### config.mk
export PLATFORM = sky130hd
export DESIGN_NAME = y86_mem_arbiter
export DESIGN_NICKNAME = d
export VERILOG_FILES = /design/src/rtl/y86_mem_pkg.sv /design/src/rtl/y86_starve_ctr.sv /design/src/rtl/y86_mem_arbiter.sv
export SDC_FILE = /design/constraint.sdc
export NUM_CORES = 1
export LEC_CHECK = 0
export ABC_AREA = 1
export CORE_AREA = 8 8 116 118
export CTS_BUF_LIST = sky130_fd_sc_hd__clkbuf_2 sky130_fd_sc_hd__clkbuf_4 sky130_fd_sc_hd__clkbuf_8
export DETAILED_ROUTE_END_ITERATION = 10
export DIE_AREA = 0 0 124 126
export PLACE_DENSITY = 0.79
export SLEW_MARGIN = 10
export SYNTH_ARGS = -nofsm -noshare
export SYNTH_HDL_FRONTEND = slang
export SYNTH_SLANG_ARGS = --single-unit
export TNS_END_PERCENT = 5
### constraint.sdc
create_clock -name clk -period 3.4 [get_ports clk]
set_input_delay 0.34 -clock clk [delete_from_list [all_inputs] [get_ports clk]]
set_output_delay 0.34 -clock clk [all_outputs]
set_load 0.05 [all_outputs]
### src/rtl/y86_mem_pkg.sv
// rtl/y86_mem_pkg.sv - shared types and constants for the y86 memory arbiter
package y86_mem_pkg;

    localparam int AW_DEF = 32;
    localparam int DW_DEF = 32;

    typedef enum logic [1:0] {
        IDLE  = 2'd0,
        WAIT  = 2'd1,
        FORCE = 2'd2
    } arb_state_t;

    localparam logic [1:0] OWN_NONE = 2'd0;
    localparam logic [1:0] OWN_CPU  = 2'd1;
    localparam logic [1:0] OWN_DMA  = 2'd2;

endpackage

### src/rtl/y86_starve_ctr.sv
// rtl/y86_starve_ctr.sv - DMA starvation counter with terminal flag
//
// Ports:
//   clk, rst_n : clock, asynchronous active-low reset
//   inc_i      : count one more starved cycle
//   clr_i      : return to zero (wins over inc_i)
//   term_o     : count has reached LIMIT-1
module y86_starve_ctr #(
    parameter int LIMIT = 16
) (
    input  logic clk,
    input  logic rst_n,
    input  logic inc_i,
    input  logic clr_i,
    output logic term_o
);

    logic [7:0] cnt_q;
    logic [7:0] cnt_d;

    always_comb begin
        cnt_d = cnt_q;
        if (clr_i) begin
            cnt_d = 8'd0;
        end else if (inc_i) begin
            cnt_d = cnt_q + 8'd1;
        end
    end

    always_ff @(posedge clk or negedge rst_n) begin
        if (!rst_n) begin
            cnt_q <= 8'd0;
        end else begin
            cnt_q <= cnt_d;
        end
    end

    assign term_o = (cnt_q == 8'(LIMIT - 1));

endmodule

### src/rtl/y86_mem_arbiter.sv
// rtl/y86_mem_arbiter.sv - CPU-priority memory port arbiter with DMA anti-starvation
//
// Ports:
//   clk, rst_n                          : clock, asynchronous active-low reset
//   cpu_addr/re/we/wdata, cpu_rdata     : y86 core bus (bus_A/RE/WE/out/in)
//   cpu_stall                           : registered core clock-enable hold
//   dma_req/we/addr/wdata, dma_ack      : DMA request, held until dma_ack
//   dma_rdata, dma_rvalid               : registered read return, one-cycle pulse
//   mem_addr/re/we/wdata, mem_rdata     : zero-wait memory port
//   dma_count                           : completed DMA transfers (wraps)
module y86_mem_arbiter
    import y86_mem_pkg::*;
#(
    parameter int AW           = AW_DEF,
    parameter int DW           = DW_DEF,
    parameter int STARVE_LIMIT = 16,
    parameter int CNT_W        = 16
) (
    input  logic             clk,
    input  logic             rst_n,
    input  logic [AW-1:0]    cpu_addr,
    input  logic             cpu_re,
    input  logic             cpu_we,
    input  logic [DW-1:0]    cpu_wdata,
    output logic [DW-1:0]    cpu_rdata,
    output logic             cpu_stall,
    input  logic             dma_req,
    input  logic             dma_we,
    input  logic [AW-1:0]    dma_addr,
    input  logic [DW-1:0]    dma_wdata,
    output logic             dma_ack,
    output logic [DW-1:0]    dma_rdata,
    output logic             dma_rvalid,
    output logic [AW-1:0]    mem_addr,
    output logic             mem_re,
    output logic             mem_we,
    output logic [DW-1:0]    mem_wdata,
    input  logic [DW-1:0]    mem_rdata,
    output logic [CNT_W-1:0] dma_count
);

    arb_state_t       state_q, state_d;
    logic             cpu_stall_q, cpu_stall_d;
    logic [DW-1:0]    dma_rdata_q;
    logic             dma_rvalid_q;
    logic [CNT_W-1:0] dma_count_q;
    logic [1:0]       owner;
    logic             ctr_inc, ctr_clr, ctr_term;

    // Stalled cycles belong to DMA regardless of the (frozen) CPU strobes.
    always_comb begin
        owner = OWN_NONE;
        if (cpu_stall_q) begin
            owner = OWN_DMA;
        end else if (cpu_re || cpu_we) begin
            owner = OWN_CPU;
        end else if (dma_req) begin
            owner = OWN_DMA;
        end
    end

    always_comb begin
        mem_addr  = '0;
        mem_re    = 1'b0;
        mem_we    = 1'b0;
        mem_wdata = '0;
        case (owner)
            OWN_CPU: begin
                mem_addr  = cpu_addr;
                mem_re    = cpu_re;
                mem_we    = cpu_we;
                mem_wdata = cpu_wdata;
            end
            OWN_DMA: begin
                mem_addr  = dma_addr;
                mem_re    = dma_req & ~dma_we;
                mem_we    = dma_req & dma_we;
                mem_wdata = dma_wdata;
            end
            default: ;
        endcase
    end

    assign dma_ack   = dma_req && (owner == OWN_DMA);
    assign cpu_rdata = mem_rdata;

    y86_starve_ctr #(.LIMIT(STARVE_LIMIT)) u_starve (
        .clk    (clk),
        .rst_n  (rst_n),
        .inc_i  (ctr_inc),
        .clr_i  (ctr_clr),
        .term_o (ctr_term)
    );

    always_comb begin
        state_d = state_q;
        ctr_inc = 1'b0;
        ctr_clr = 1'b0;
        case (state_q)
            IDLE: begin
                if (dma_req && !dma_ack) begin
                    state_d = WAIT;
                    ctr_inc = 1'b1;
                end
            end
            WAIT: begin
                if (dma_ack || !dma_req) begin
                    state_d = IDLE;
                    ctr_clr = 1'b1;
                end else if (ctr_term) begin
                    state_d = FORCE;
                end else begin
                    ctr_inc = 1'b1;
                end
            end
            default: begin
                state_d = IDLE;
                ctr_clr = 1'b1;
            end
        endcase
        cpu_stall_d = (state_d == FORCE);
    end

    always_ff @(posedge clk or negedge rst_n) begin
        if (!rst_n) begin
            state_q      <= IDLE;
            cpu_stall_q  <= 1'b0;
            dma_rdata_q  <= '0;
            dma_rvalid_q <= 1'b0;
            dma_count_q  <= '0;
        end else begin
            state_q      <= state_d;
            cpu_stall_q  <= cpu_stall_d;
            dma_rvalid_q <= dma_ack & ~dma_we;
            if (dma_ack && !dma_we) begin
                dma_rdata_q <= mem_rdata;
            end
            if (dma_ack) begin
                dma_count_q <= dma_count_q + CNT_W'(1);
            end
        end
    end

    assign cpu_stall  = cpu_stall_q;
    assign dma_rdata  = dma_rdata_q;
    assign dma_rvalid = dma_rvalid_q;
    assign dma_count  = dma_count_q;

endmodule

Word-level counts from Yosys, hierarchy flattened --
Index checks and enable logic that the tools add are counted. Widths: inputs -> output; s select.
Word-level totals: register bits after elaboration 60, input port bits 166, output and inout bits 149, word-level logic and storage cells 46
Operators by class: add/sub/neg operators 2, equal/unequal tests 5, multiplexer cells 19, bitwise logic cells 4, reductions and logical operators 10
Operators by type and width (count):
- $pmux 32 s2 | 2
- $add 16x1->16 const B | 1
- $mux 8 | 2
- $mux 2 | 6
- $add 8x1->8 const B | 1
- $eq 8x4->1 const B | 1
- $pmux 1 s2 | 4
- $eq 2x1->1 const B | 2
- $eq 2x2->1 const B | 2
- $mux 1 | 4
- $pmux 2 s2 | 1
- $and 1x1->1 | 3
- $logic_and 1x1->1 | 3
- $logic_not 1->1 | 3
- $logic_not 2->1 | 1
- $logic_or 1x1->1 | 2
- $reduce_bool 2->1 | 1
- $not 1->1 | 1

Longest topological paths before layout --
Gate-level depths: netlist (run 1).
depth in word-level cells 11, mapped depth 11, mapped depth without buffers 11

Cells and area by module --
A second synthesis (run 1) with hierarchy kept.
Unflattened totals: cells, all modules 573, area, all modules 3860.0 µm²
By module, submodules not included:
- y86_mem_arbiter | times used 1, cells an instance 512, area an instance 3403.3 µm², sequential area each 1301.2 µm²
- y86_starve_ctr | times used 1, cells an instance 61, area an instance 456.7 µm², sequential area each 200.2 µm²

Worst setup path after synthesis (run 1) --
No wires, ideal clock.
path type input port to output port, start point input port cpu_we, end point output port mem_we, arrival 2350 ps, required time 3060 ps, slack 710 ps, stages on the path 9, path buffers 2, cell sequence or2_2 -> o21ai_0 -> ha_1 -> nand2_2 -> buf_6 -> inv_2 -> buf_6 -> nand2_1 -> a21oi_1
Between the ends: longest elaborated chain between the ends 5, elaborated cells on any way between the ends 6, classes of those cells eq/ne (2); mux (3); reduce/logical (1)
RTL lines:
- start, declared | line y86_mem_arbiter.sv:23 | input logic cpu_we,
- $logic_or 1x1->1 | line y86_mem_arbiter.sv:55 | end else if (cpu_re || cpu_we) begin
- $mux 2 | line y86_mem_arbiter.sv:55
- $mux 2 | line y86_mem_arbiter.sv:53 | if (cpu_stall_q) begin
- $eq 2x2->1 / $eq 2x1->1 (equally long branches) | line y86_mem_arbiter.sv:67 | case (owner)
- $pmux 1 s2 (*) | line y86_mem_arbiter.sv:67
- end, declared | line y86_mem_arbiter.sv:36 | output logic mem_we,
Every way passes the cells marked *; elsewhere a longest branch is shown, timed or not.

Worst setup path in the final report (run 1) --
start point input port cpu_re, end point output port mem_addr[11]
Between the ends: longest elaborated chain between the ends 5, elaborated cells on any way between the ends 6, classes of those cells eq/ne (2); mux (3); reduce/logical (1)
RTL lines:
- start, declared | line y86_mem_arbiter.sv:22 | input logic cpu_re,
- $logic_or 1x1->1 (*) | line y86_mem_arbiter.sv:55
- $mux 2 (*) | line y86_mem_arbiter.sv:55
- $mux 2 (*) | line y86_mem_arbiter.sv:53
- $eq 2x2->1 / $eq 2x1->1 (equally long branches) | line y86_mem_arbiter.sv:67
- $pmux 32 s2 (*) | line y86_mem_arbiter.sv:67
- end, declared | line y86_mem_arbiter.sv:34 | output logic [AW-1:0] mem_addr,
Marked as above.

==> results of run 1 <==
## stage by stage
step | utilization, % | hold slack [ns] | power, mW | cells | worst slack, ns
after floorplan | - | 0.0444 | 1.69 | 596 | 0.710
after global placement | 65.4 | 0.452 | 2.45 | 1005 | 0.440
after detailed placement | 65.4 | 0.457 | 2.46 | 1005 | 0.444
after CTS | 67.3 | 0.217 | 3.18 | 1020 | 0.428
after global routing | 67.3 | 0.283 | 3.29 | 1021 | 0.332
final | 67.3 | 0.191 | 3.15 | 1021 | 0.473
## state kept, by name, indices dropped and copies added, names as in the netlist
| name | count |
|---|---|
| dma_count | 16 |
| cpu_stall | 1 |
| dma_rvalid | 1 |
| state_q | 2 |
| u_starve.cnt_q | 8 |
| dma_rdata | 32 |
## cells by family (layout without fill, tap and decap cells)
| family | after synthesis | count (layout) |
|---|---|---|
| flops | 60 | 60 |
| buf+inv | 88 | 365 |
| xor+xnor | 12 | 12 |
| other cells | 0 | 1 |
| simple gates | 363 | 363 |
| compound gates | 69 | 69 |
| fa+ha+maj | 4 | 4 |
## cells in the final DEF (no fill, tap or decap), drive strengths merged
cell type      Yosys  routed
a21oi             66      66
buf               55      77
bufinv             0       2
clkbuf             6      11
clkdlybuf4s50      0     246
clkinv             0       2
dfrtp             60      60
diode              0       1
ha                 4       4
inv               27      27
nand2            308     308
nand3             18      18
nand3b             1       1
nand4              6       6
nor2              25      25
nor3               3       3
nor3b              1       1
o21ai              1       1
o21bai             2       2
or2                1       1
xnor2              5       5
xor2               7       7
## critical path, delay by kind of cell
family / cells / cell delay [ns]
adders and majority gates: 1 / 0.41
and+or+nand+nor: 1 / 0.29
AOI/OAI and AO/OA: 2 / 0.58
buffers and inverters: 4 / 0.95
## power groups by stage
stage / logic, mW / registers [mW] / clock network [mW]
6_report: 1.57 / 0.876 / 0.710
5_1_grt: 1.64 / 0.890 / 0.759
4_1_cts: 1.58 / 0.877 / 0.724
3_5_place_dp: 1.57 / 0.887 / 0
3_3_place_gp: 1.57 / 0.885 / 0
2_1_floorplan: 0.548 / 1.14 / 0
## metal layers
layer,share of wire [%],global-route usage (%)
met5,0,0
met4,2.0,7.91
met3,12,9.65
met2,49,39.5
met1,37,25.6
## worst max-delay path by stage
stage | endpoint | cells after the start | slack (ns) | from
floorplan | mem_we | 9 | 0.71 | cpu_we
CTS | mem_addr[11] | 8 | 0.43 | cpu_re
global placement | mem_addr[11] | 8 | 0.44 | cpu_re
global route | mem_addr[11] | 8 | 0.33 | cpu_we
finish | mem_addr[11] | 8 | 0.47 | cpu_re
detailed placement | mem_addr[11] | 8 | 0.44 | cpu_re
## final cells by class
type	count	area (µm²)	area share [%]
Antenna cell	1	2.50	0.0318
Clock buffer	11	145	1.84
Tap cell	147	184	2.33
Timing Repair Buffer	323	3890	49.3
Multi-Input combinational cell	448	1980	25.2
Clock inverter	4	73.8	0.937
Sequential cell	60	1500	19.1
Inverter	27	101	1.29
==> reports/metrics.yaml, run 1 <==
logic_synthesis:
  synth_area_leaders: "dfrtp_1 (38%), nand2_1 (29%), a21oi_1 (8.3%)"
  synthCells: 596
  synth_fa_ha_area_share_pct: 1.26
  synth_seq_cells: 60
  ys_warn_count: 0
  synth.top_cells.by_count: "nand2_1 (303), a21oi_1 (66), dfrtp_1 (60)"
  avgSynthCellArea_um2: 6.66
  synthesis.nets: 766
  synth_area_um2: 3970
  yosysTopAreaCell: "dfrtp_1"
  synth_compound_gate_area_share_pct: 8.83
  dominantRegCellSynth: "dfrtp_1"
  synthMuxAreaShare_pct: 0
  synth.most_common_cell: "nand2_1"
  yosysSeqAreaShare_pct: 37.8
  synth_simple_gate_area_share_pct: 37.1
  synth_edf_count: 0
  synth_top_family_by_area: "simple AND/OR/NAND/NOR gates"
  synth_xor_area_share_pct: 2.65
  synth_cell_type_count: 28
  async_flop_share_pct: 100
  synth_top_area_share_pct: 37.8
setup_path:
  critPathMaxFanout: 18
  timing.rr.start: "cpu_stall$_DFF_PN0_"
  worstPathArrival_ns: 2.59
  crit_slowest_cell: "clkdlybuf4s50_1"
  reg2regPathDepth: 12
  end_kind: "output port"
  r2r_slack_ns: 1.46
  required_ns: 3.06
  path_cells: "clkdlybuf4s50_1 -> or2_2 -> o21ai_0 -> inv_1 -> ha_2 -> buf_4 -> a21oi_1 -> buf_12"
  slowest_delay_ns: 0.43
  path_class: "primary input to output port"
  r2r_end: "u_starve.cnt_q[7]$_DFFE_PN0P_"
  startpoint_type: "primary input"
routing:
  via_per_inst: 4.70
  drt-total-wl_mm: 18.7
  routedWlPerCell_um: 18.3
  via_count: 4802
  drt_pass1_iterations: 6
  drc: 0
  ant_nets: 0
  drt_iter0_drc: 352
place:
  gp_congestion: 0.861
  dp_hpwl_mm: 15.0
  dpl_cell_area_um2: 7660
  io_buffers: 314
clocking:
  cts_buffers: 9
  clk_latency_ns: 0.34
  ctsHoldBuffers: 0
  clock-root-buffer: "clkbuf_8"
  cts_setup_buffers: 0
  cts_tree: "yes"
  cts_max_path_buffers: 2
  cts_resized: 0
  path_clk_slew_ns: 0.07
  cts_sinks: 60
  h-tree-depth: 3
timing:
  max-slew-margin-rel_pct: 30.1
  final-hold-violation-count: 0
  drv_slew: 0
  worst_pin_slew_ns: 1.05
  finalCritPeriodShare_pct: 86.1
  setup_viol: 0
  finalCriticalPeriod_ns: 2.93
  max_freq_mhz: 342
  finClkSkew_ns: 0.0100
  tns_ns: 0
  rsz0062_at_grt: "no"
power:
  switching_share_pct: 40.0
  p_switching_mw: 1.26
  p_leak_nw: 3.52
  p_comb_share_pct: 49.7
  ir_worst_vdd_mv: 0.320
  internal_power_mw: 1.89
  pwr-share-clk_pct: 22.5
  powerDensity_nw_per_um2: 400
  power.share.sequential_pct: 27.8
global_route:
  grt_max_degree: 48
  track_usage_pct: 23.3
  grt_pass1_wl_mm: 27.8
  grt_pass1_vias: 4874
  antenna_found_initial: 1
  grt_overflow: 0
cells_and_area:
  drive_gt1_share_pct: 12.8
  fin_area_um2: 7880
  nNetsFinal: 1039
  area_growth_pct: 98.6
  num-fill-cells: 956
die:
  rows: 40
  coreArea_um2: 11700
  die_y_um: 126
  start_util_pct: 33.9
  pin_count: 315
  dieArea_um2: 15600
  dieWidth_um: 124
outcome:
  outcome: "finished clean"
worst_hold_path:
  min_path_type: "primary input to asynchronous set/reset pin"
job:
  max_cap_viol_count: 0
Note: power is estimated with default switching activity, not from simulation.
==> run 2: changes to the inputs <==
- CORE_AREA: 8 8 116 118 -> not set
- CORE_MARGIN: not set -> 8
- CORE_UTILIZATION: not set -> 34
- DIE_AREA: 0 0 124 126 -> not set
- GPL_TIMING_DRIVEN: not set -> 0
- clock period: 3.4 -> 2.93 ns (I/O delays scaled with it)
==> reports/metrics.yaml, run 2 (synthesis gave the netlist of run 1 again) <==
cells_and_area:
  fin_cells: 1069  # was 1021
  antenna_cells: 0  # was 1
  final_cell_mix: "nand2_1 (303), clkdlybuf4s50_1 (246), a21oi_1 (66)"  # was nand2_1 (303), clkdlybuf4s50_1 (246), buf_12 (68)
  fin_area_um2: 7200  # was 7880 µm²
  num-fill-cells: 1080  # was 956
  nNetsFinal: 1091  # was 1039
  largest_reg_flops: 32  # unchanged
  layout_commonest_cell: "nand2_1"  # unchanged
  area_growth_pct: 81.4  # was 98.6%
  drive_gt1_share_pct: 16.7  # was 12.8%
routing:
  routedWlPerCell_um: 17.1  # was 18.3 µm
  drc: 0  # unchanged
  ant_nets: 0  # unchanged
  drt-total-wl_mm: 18.3  # was 18.7 mm
  via_per_inst: 4.59  # was 4.70
  drt_pass1_iterations: 5  # was 6
  drt_iter0_drc: 253  # was 352
  via_count: 4908  # was 4802
power:
  power.share.sequential_pct: 29.8  # was 27.8%
  powerDensity_nw_per_um2: 473  # was 400 nW/µm²
  switching_share_pct: 42.3  # was 40.0%
  ir_worst_vdd_mv: 0.408  # was 0.320 mV
  pwr-share-clk_pct: 23.6  # was 22.5%
  internal_power_mw: 1.96  # was 1.89 mW
  p_leak_nw: 3.48  # was 3.52 nW
  p_comb_share_pct: 46.5  # was 49.7%
  p_switching_mw: 1.44  # was 1.26 mW
clocking:
  cts_max_path_buffers: 2  # unchanged
  h-tree-depth: 3  # unchanged
  cts_tree: "yes"  # unchanged
  cts_sinks: 60  # unchanged
  clock-root-buffer: "clkbuf_8"  # unchanged
  cts_setup_buffers: 0  # unchanged
  clk_latency_ns: 0.34  # about the same
  cts_buffers: 9  # unchanged
  path_clk_slew_ns: 0.07  # about the same
die:
  start_util_pct: 34.7  # was 33.9%
  die_y_um: 124  # was 126 µm
  coreArea_um2: 11400  # was 11700 µm²
  dieArea_um2: 15400  # was 15600 µm²
  pin_count: 315  # unchanged
  dieWidth_um: 124  # about the same
  rows: 39  # was 40
outcome:
  outcome: "finished clean"  # unchanged
global_route:
  grt_pass1_vias: 4984  # was 4874
  grt_max_degree: 61  # was 48
  antenna_found_initial: 0  # was 1
  grt_overflow: 0  # unchanged
  track_usage_pct: 23.1  # was 23.3%
  grt_pass1_wl_mm: 27.2  # was 27.8 mm
setup_path:
  setup.worst_path.start: "cpu_we"  # was cpu_re
  critPathMaxFanout: 10  # was 18
  timing.rr.start: "cpu_stall$_DFF_PN0_"  # unchanged
  end_kind: "output port"  # unchanged
  startpoint_type: "primary input"  # unchanged
  path_class: "primary input to output port"  # unchanged
  required_ns: 2.64  # was 3.06 ns
  worstPathArrival_ns: 2.54  # was 2.59 ns
timing:
  setup_viol: 0  # unchanged
  worst_pin_slew_ns: 0.753  # was 1.05 ns
  finClkSkew_ns: 0.00614  # was 0.0100 ns
  max_freq_mhz: 353
  setup_ws_ns: 0.0936  # was 0.473 ns
  max-slew-margin-rel_pct: 49.8  # was 30.1%
  finalCriticalPeriod_ns: 2.84
  drv_slew: 0  # unchanged
  final-hold-violation-count: 0  # unchanged
  finalCritPeriodShare_pct: 96.8
  rsz0062_at_grt: "yes"  # was no
place:
  io_buffers: 314  # unchanged
  dpl_cell_area_um2: 7290  # was 7660 µm²
  dp_slack_ns: -0.627  # was 0.444 ns
  dp_hpwl_mm: 15.1  # was 15.0 mm
  dp_cells: 1053  # was 1005
  gp_congestion: 0.934  # was 0.861
worst_hold_path:
  min_path_type: "primary input to asynchronous set/reset pin"  # unchanged
job:
  max_cap_viol_count: 0  # unchanged
## run 2: path summary, 6_finish.rpt
check / endpoint / slack [ns] / cells after the start
worst max-delay path: mem_wdata[6] / 0.09 / 10
worst min-delay path: dma_rdata[13]$_DFFE_PN0P_ / 0.01 / 1
worst max register to register: dma_rdata[4]$_DFFE_PN0P_ / 1.27 / 9
worst min register to register: dma_rdata[5]$_DFFE_PN0P_ / 0.47 / 2
max in group asynchronous: dma_rdata[3]$_DFFE_PN0P_ / 2.41 / 1
min in group clk: dma_rdata[5]$_DFFE_PN0P_ / 0.47 / 2
## run 2: metrics by stage
step | TNS [ns] | power [mW] | utilization [%] | hold slack (ns)
2_1_floorplan | 0 | 1.96 | - | -0.00259
3_3_place_gp | -53.15 | 2.68 | 63.8 | 0.452
3_5_place_dp | -33.38 | 2.69 | 63.8 | 0.418
4_1_cts | -3.75 | 3.45 | 63.7 | 0.0314
5_1_grt | -0.0775 | 3.57 | 63.0 | 0.0695
6_report | 0 | 3.40 | 63.0 | 0.0142
## run 2: what timing repair did
item / 4_1_cts / 5_1_grt
setup endpoints to repair: 67 / 67
resized for setup: 247 / 55
endpoints found under the hold margin: 0 / 0
hold buffers: 0 / 0
## run 2: critical path, stage by stage
cell             delay (ns)
clkdlybuf4s50_1        0.44
or2_2                  0.35
o21ai_1                0.17
inv_1                  0.06
ha_1                   0.20
buf_2                  0.20
buf_2                  0.21
nand2_1                0.07
a21oi_1                0.06
clkdlybuf4s15_1        0.48
## run 2: final cells by class
type                            instances  area (µm²)  share of cell area (%)
Tap cell                              143         179                    2.49
Buffer                                 61         393                    5.46
Sequential cell                        60        1500                    20.9
Multi-Input combinational cell        448        1980                    27.5
Clock inverter                          7        91.3                    1.27
Inverter                               27         101                    1.41
Timing Repair Buffer                  314        2830                    39.3
Clock buffer                            9         124                    1.72
## run 2: layer usage
metal	share of wire (%)	global-route usage [%]	up-vias
li1	-	-	2478
met1	38	25.6	2177
met2	48	39.7	231
met3	12	9.20	22
met4	2.4	7.58	0
met5	0	0	-
## run 2: power by group through the flow
stage                     clock network (mW)  logic (mW)  registers, mW
after global placement                     0        1.66           1.03
final                                  0.805        1.58           1.02
after detailed placement                   0        1.66           1.03
after global routing                   0.865        1.67           1.03
after CTS                              0.826        1.60           1.02
after floorplan                            0       0.636           1.32
